### src/rtl/bit_scan_encoder_pkg.sv
// rtl/bit_scan_encoder_pkg.sv - shared scan-order constants and FSM state type
package bit_scan_encoder_pkg;

  localparam int SCAN_LSB_FIRST = 0;
  localparam int SCAN_MSB_FIRST = 1;

  typedef enum logic {
    ST_IDLE = 1'b0,
    ST_SCAN = 1'b1
  } state_e;

endpackage

### src/rtl/bit_scan_encoder_ffs_find.sv
// rtl/bit_scan_encoder_ffs_find.sv - combinational find-first-set with one-hot detect
module ffs_find
  import bit_scan_encoder_pkg::*;
#(
  parameter int  WIDTH     = 8,
  parameter int  MSB_FIRST = SCAN_LSB_FIRST,
  localparam int IDX_W     = $clog2(WIDTH)
) (
  input  logic [WIDTH-1:0] vec,
  output logic [IDX_W-1:0] idx,
  output logic             any,
  output logic             single
);

  logic [WIDTH-1:0] w_low_cleared;

  // The last match written wins, so iterate away from the preferred end.
  always_comb begin
    idx = '0;
    if (MSB_FIRST == SCAN_MSB_FIRST) begin
      for (int i = 0; i < WIDTH; i++) begin
        if (vec[i]) idx = IDX_W'(i);
      end
    end else begin
      for (int i = WIDTH - 1; i >= 0; i--) begin
        if (vec[i]) idx = IDX_W'(i);
      end
    end
  end

  assign w_low_cleared = vec & (vec - WIDTH'(1));
  assign any           = |vec;
  assign single        = any && (w_low_cleared == '0);

endmodule

### src/rtl/bit_scan_encoder.sv
// rtl/bit_scan_encoder.sv - streams the index of every set request bit, one per beat
module bit_scan_encoder
  import bit_scan_encoder_pkg::*;
#(
  parameter int  WIDTH     = 8,
  parameter int  MSB_FIRST = SCAN_LSB_FIRST,
  localparam int IDX_W     = $clog2(WIDTH)
) (
  input  logic             clk,
  input  logic             reset,
  input  logic             in_valid,
  output logic             in_ready,
  input  logic [WIDTH-1:0] in_vec,
  output logic             out_valid,
  input  logic             out_ready,
  output logic [IDX_W-1:0] out_idx,
  output logic             out_last,
  output logic             out_zero
);

  state_e           r_state;
  state_e           w_state_nxt;
  logic [WIDTH-1:0] r_pend;
  logic [WIDTH-1:0] w_pend_nxt;
  logic             r_zero_f;
  logic             w_zero_nxt;

  logic [IDX_W-1:0] w_idx;
  logic             w_any;
  logic             w_single;
  logic             w_accept;
  logic             w_beat;
  logic [WIDTH-1:0] w_clr_mask;

  ffs_find #(
    .WIDTH     (WIDTH),
    .MSB_FIRST (MSB_FIRST)
  ) u_ffs (
    .vec    (r_pend),
    .idx    (w_idx),
    .any    (w_any),
    .single (w_single)
  );

  assign out_valid  = (r_state == ST_SCAN);
  assign out_idx    = r_zero_f ? '0 : w_idx;
  assign out_last   = w_single || r_zero_f;
  assign out_zero   = r_zero_f;

  // out_ready feeds in_ready directly so a new vector can load on the last beat.
  assign in_ready   = (r_state == ST_IDLE) || (out_valid && out_ready && out_last);
  assign w_accept   = in_valid && in_ready;
  assign w_beat     = out_valid && out_ready;
  assign w_clr_mask = WIDTH'(1) << w_idx;

  always_comb begin
    w_state_nxt = r_state;
    w_pend_nxt  = r_pend;
    w_zero_nxt  = r_zero_f;
    if (w_accept) begin
      w_state_nxt = ST_SCAN;
      w_pend_nxt  = in_vec;
      w_zero_nxt  = (in_vec == '0);
    end else if (w_beat) begin
      if (out_last) begin
        // Clearing on exit keeps idle outputs at their reset values.
        w_state_nxt = ST_IDLE;
        w_pend_nxt  = '0;
        w_zero_nxt  = 1'b0;
      end else if (w_any) begin
        w_pend_nxt  = r_pend & ~w_clr_mask;
      end
    end
  end

  always_ff @(posedge clk) begin
    if (reset) begin
      r_state  <= ST_IDLE;
      r_pend   <= '0;
      r_zero_f <= 1'b0;
    end else begin
      r_state  <= w_state_nxt;
      r_pend   <= w_pend_nxt;
      r_zero_f <= w_zero_nxt;
    end
  end

endmodule

### config.mk
export PLATFORM = sky130hd
export DESIGN_NAME = bit_scan_encoder
export DESIGN_NICKNAME = d
export VERILOG_FILES = /design/src/rtl/bit_scan_encoder_pkg.sv /design/src/rtl/bit_scan_encoder_ffs_find.sv /design/src/rtl/bit_scan_encoder.sv
export SDC_FILE = /design/constraint.sdc
export NUM_CORES = 1
export LEC_CHECK = 0
export CAP_MARGIN = 20
export CORE_MARGIN = 4
export CORE_UTILIZATION = 42
export DETAILED_ROUTE_END_ITERATION = 10
export MAX_ROUTING_LAYER = met4
export PLACE_DENSITY = 0.81
export SLEW_MARGIN = 20
export SYNTH_ARGS = -nofsm -noshare
export SYNTH_HDL_FRONTEND = slang
export SYNTH_SLANG_ARGS = --single-unit
### constraint.sdc
create_clock -name clk -period 1.67 [get_ports clk]
set_input_delay 0.167 -clock clk [delete_from_list [all_inputs] [get_ports clk]]
set_output_delay 0.167 -clock clk [all_outputs]
set_load 0.03 [all_outputs]
==> flow_metrics.py <==
metrics = {
    "route": {
        "drc": 0,
        "drtPass1Iterations": 4,
        "wl_mm": 2.48,
        "wl_per_cell_um": 16.2,
        "vias": 908,
        "first_iter_violations": 29,
        "route.antenna.remaining_nets": 0,
        "via_per_inst": 5.93,
    },
    "grt": {
        "grt_pass1_wl_mm": 4.03,
        "antenna_found_initial": 0,
        "grt_max_degree": 10,
        "grt-ovfl-total": 0,
        "grt_pass1_vias": 864,
        "grtUsageTotal": 0.222,
    },
    "synth": {
        "ys_ff_latch": 10,
        "synth_edf_count": 0,
        "synth_area_um2": 728,
        "synth_top_cell_area_share": 0.275,
        "synth_ff_type": "dfxtp_1",
        "synth_top_cells_by_area": "dfxtp_1, o21ai_0, a21oi_1",
        "yosysWarnings": 0,
        "yosys.area.top_type": "dfxtp_1",
        "ys_seq_area_frac": 0.275,
        "ys_top_cells_by_count": "o21ai_0, dfxtp_1, a21oi_1, inv_1, nor2_1",
        "async_reset_ff_frac": 0,
        "syn_area_per_cell_um2": 7.59,
        "syn_nets": 108,
        "syn_inst": 96,
        "synth.most_common_cell": "o21ai_0",
        "ys_types": 33,
    },
    "sta": {
        "hold_viol": 0,
        "min_period_ps": 2120,
        "tightest_slew_ps": 446,
        "fin_crit_sh": 1.27,
        "worst_hold_slack_ps": 488,
        "layout_setup_ws_ps": -454,
        "rsz0062_at_grt": "yes",
        "slew_headroom": 0.702,
        "clock_skew_ps": 7.97,
        "final-setup-viol-count": 14,
        "fmax_mhz": 471,
        "drv_slew": 0,
    },
    "power": {
        "p_total_mw": 2.99,
        "p_per_area_mw_per_mm2": 2510,
        "ir_worst_vdd_uv": 1950,
        "cellLeakagePower_nw": 0.494,
    },
    "final_layout": {
        "finalNonFillerCells": 153,
        "fillerInstances": 122,
        "syn_to_final_growth_pct": 63.4,
        "fin_util": 0.755,
        "drive_gt1_frac": 0.409,
        "nets": 150,
        "fin_area_mm2": 0.00119,
        "antenna_cells": 0,
    },
    "min_path": {
        "hold_path.class": "in2reg",
        "hp-start": "in_vec[7]",
    },
    "clock_network": {
        "hold_buffers": 0,
        "h-tree-depth": 1,
        "worstSkewPairLatency_ps": 280,
        "clk_pin_slew_ps": 70,
        "cts-buffers-inserted": 3,
        "cts-root-buf": "clkbuf_4",
        "cts_tree": "yes",
        "clock_sinks": 10,
        "clk_path_buf_depth": 2,
    },
    "setup_path": {
        "criticalPathCategory": "reg2out",
        "rr_worst_depth": 7,
        "startpoint": "r_pend[2]",
        "critPathMaxFanout": 3,
        "r2r_setup_slack_ps": -300,
        "timing.rr.end": "r_pend[3]",
        "required_ps": 1500,
        "worst-endpoint-arrival_ps": 1960,
        "start_kind": "flop",
        "worstReg2RegStart": "r_pend[2]",
        "critical_path.endpoint": "in_ready",
        "worst_setup_path_end_kind": "output pin",
    },
    "die": {
        "die-area_mm2": 0.00246,
        "die_h_um": 49.6,
        "core_mm2": 0.00158,
        "num_rows": 14,
        "start_util": 0.462,
        "ios": 19,
        "die_w_um": 49.6,
    },
    "placed_design": {
        "dp_cells": 146,
        "place_area_mm2": 0.00105,
        "place_congestion": 0.934,
        "hpwl_mm": 1.79,
        "numPortBuffers": 18,
    },
    "outcome": {
        "outcome": "complete, but fails checks",
        "violations": "negative setup slack",
    },
    "flow_run": {
        "maxCapViolations": 0,
    },
}
## registers in the layout, summed over array words and instances, names as in the netlist
| name | flops |
|---|---|
| r_pend | 8 |
| out_valid | 1 |
| out_zero | 1 |
## worst max-delay path, stage by stage (launching register included)
cell and delay, ps:
dfxtp_2 330, or4_4 580, nor4b_4 250, o21a_1 200
nor2_4 60, o21ai_2 120, buf_6 140
## area by class of cell
cell class | count | area (µm²) | area share
multi-input combinational | 76 | 553 | 0.465
timing repair buffer | 38 | 335 | 0.282
sequential | 10 | 211 | 0.178
clock buffer | 4 | 36.3 | 0.0305
inverter | 9 | 33.8 | 0.0284
tap | 16 | 20.0 | 0.0168
## worst min path at each step
stage,end,slack [ps],depth (start not counted)
finish,r_pend[7],490,3
global route,r_pend[5],510,3
CTS,r_pend[7],470,3
detailed placement,r_pend[6],530,2
global placement,r_pend[6],510,2
floorplan,r_pend[0],290,2
## kinds of logic after synthesis
family / Yosys count / share of synthesized area
flops: 10 / 0.275
simple gates: 36 / 0.320
buf+inv: 10 / 0.0515
compound gates: 40 / 0.354
## where the power goes
| group | internal (mW) | leakage, nW | total (mW) | switching, mW |
|---|---|---|---|---|
| sequential | 0.341 | 0.0846 | 0.459 | 0.118 |
| combinational | 1.08 | 0.389 | 2.30 | 1.23 |
| clock | 0.133 | 0.0210 | 0.228 | 0.0953 |
| total | 1.55 | 0.494 | 2.99 | 1.44 |
## timing repair
item / in CTS / in global routing
setup buffers: 2 / 1
pin swaps: 4 / 4
endpoints found under the setup margin: 16 / 15
gates resized for setup: 9 / 19
## stage by stage
step                setup WS, ps  TNS, ps
floorplan                   -147     -767
global placement            -215    -2040
detailed placement          -290    -2900
CTS                         -449    -3690
global route                -545    -4740
finish                      -454    -3590
## layout by cell type (no fill, tap or decap), drive strengths merged, types with 2 or more instances in the layout
cell,instances
a31oi,2
o21ai,19
dfxtp,10
clkdlybuf4s50,12
a21oi,9
nor2,10
nor3,3
nor2b,4
clkbuf,4
inv,9
buf,25
nor4,5
nand2,6
## routing by layer
metal  vias up  wire [µm]  global-route usage  part of all wire
li1        439          -                   -                 -
met1       424        977               0.249              0.39
met4         0         50              0.0783             0.020
met3         6        172              0.0693             0.069
met5         -          0                   -                 0
met2        39       1280               0.370              0.51
Note: power is estimated with default switching activity, not from simulation.
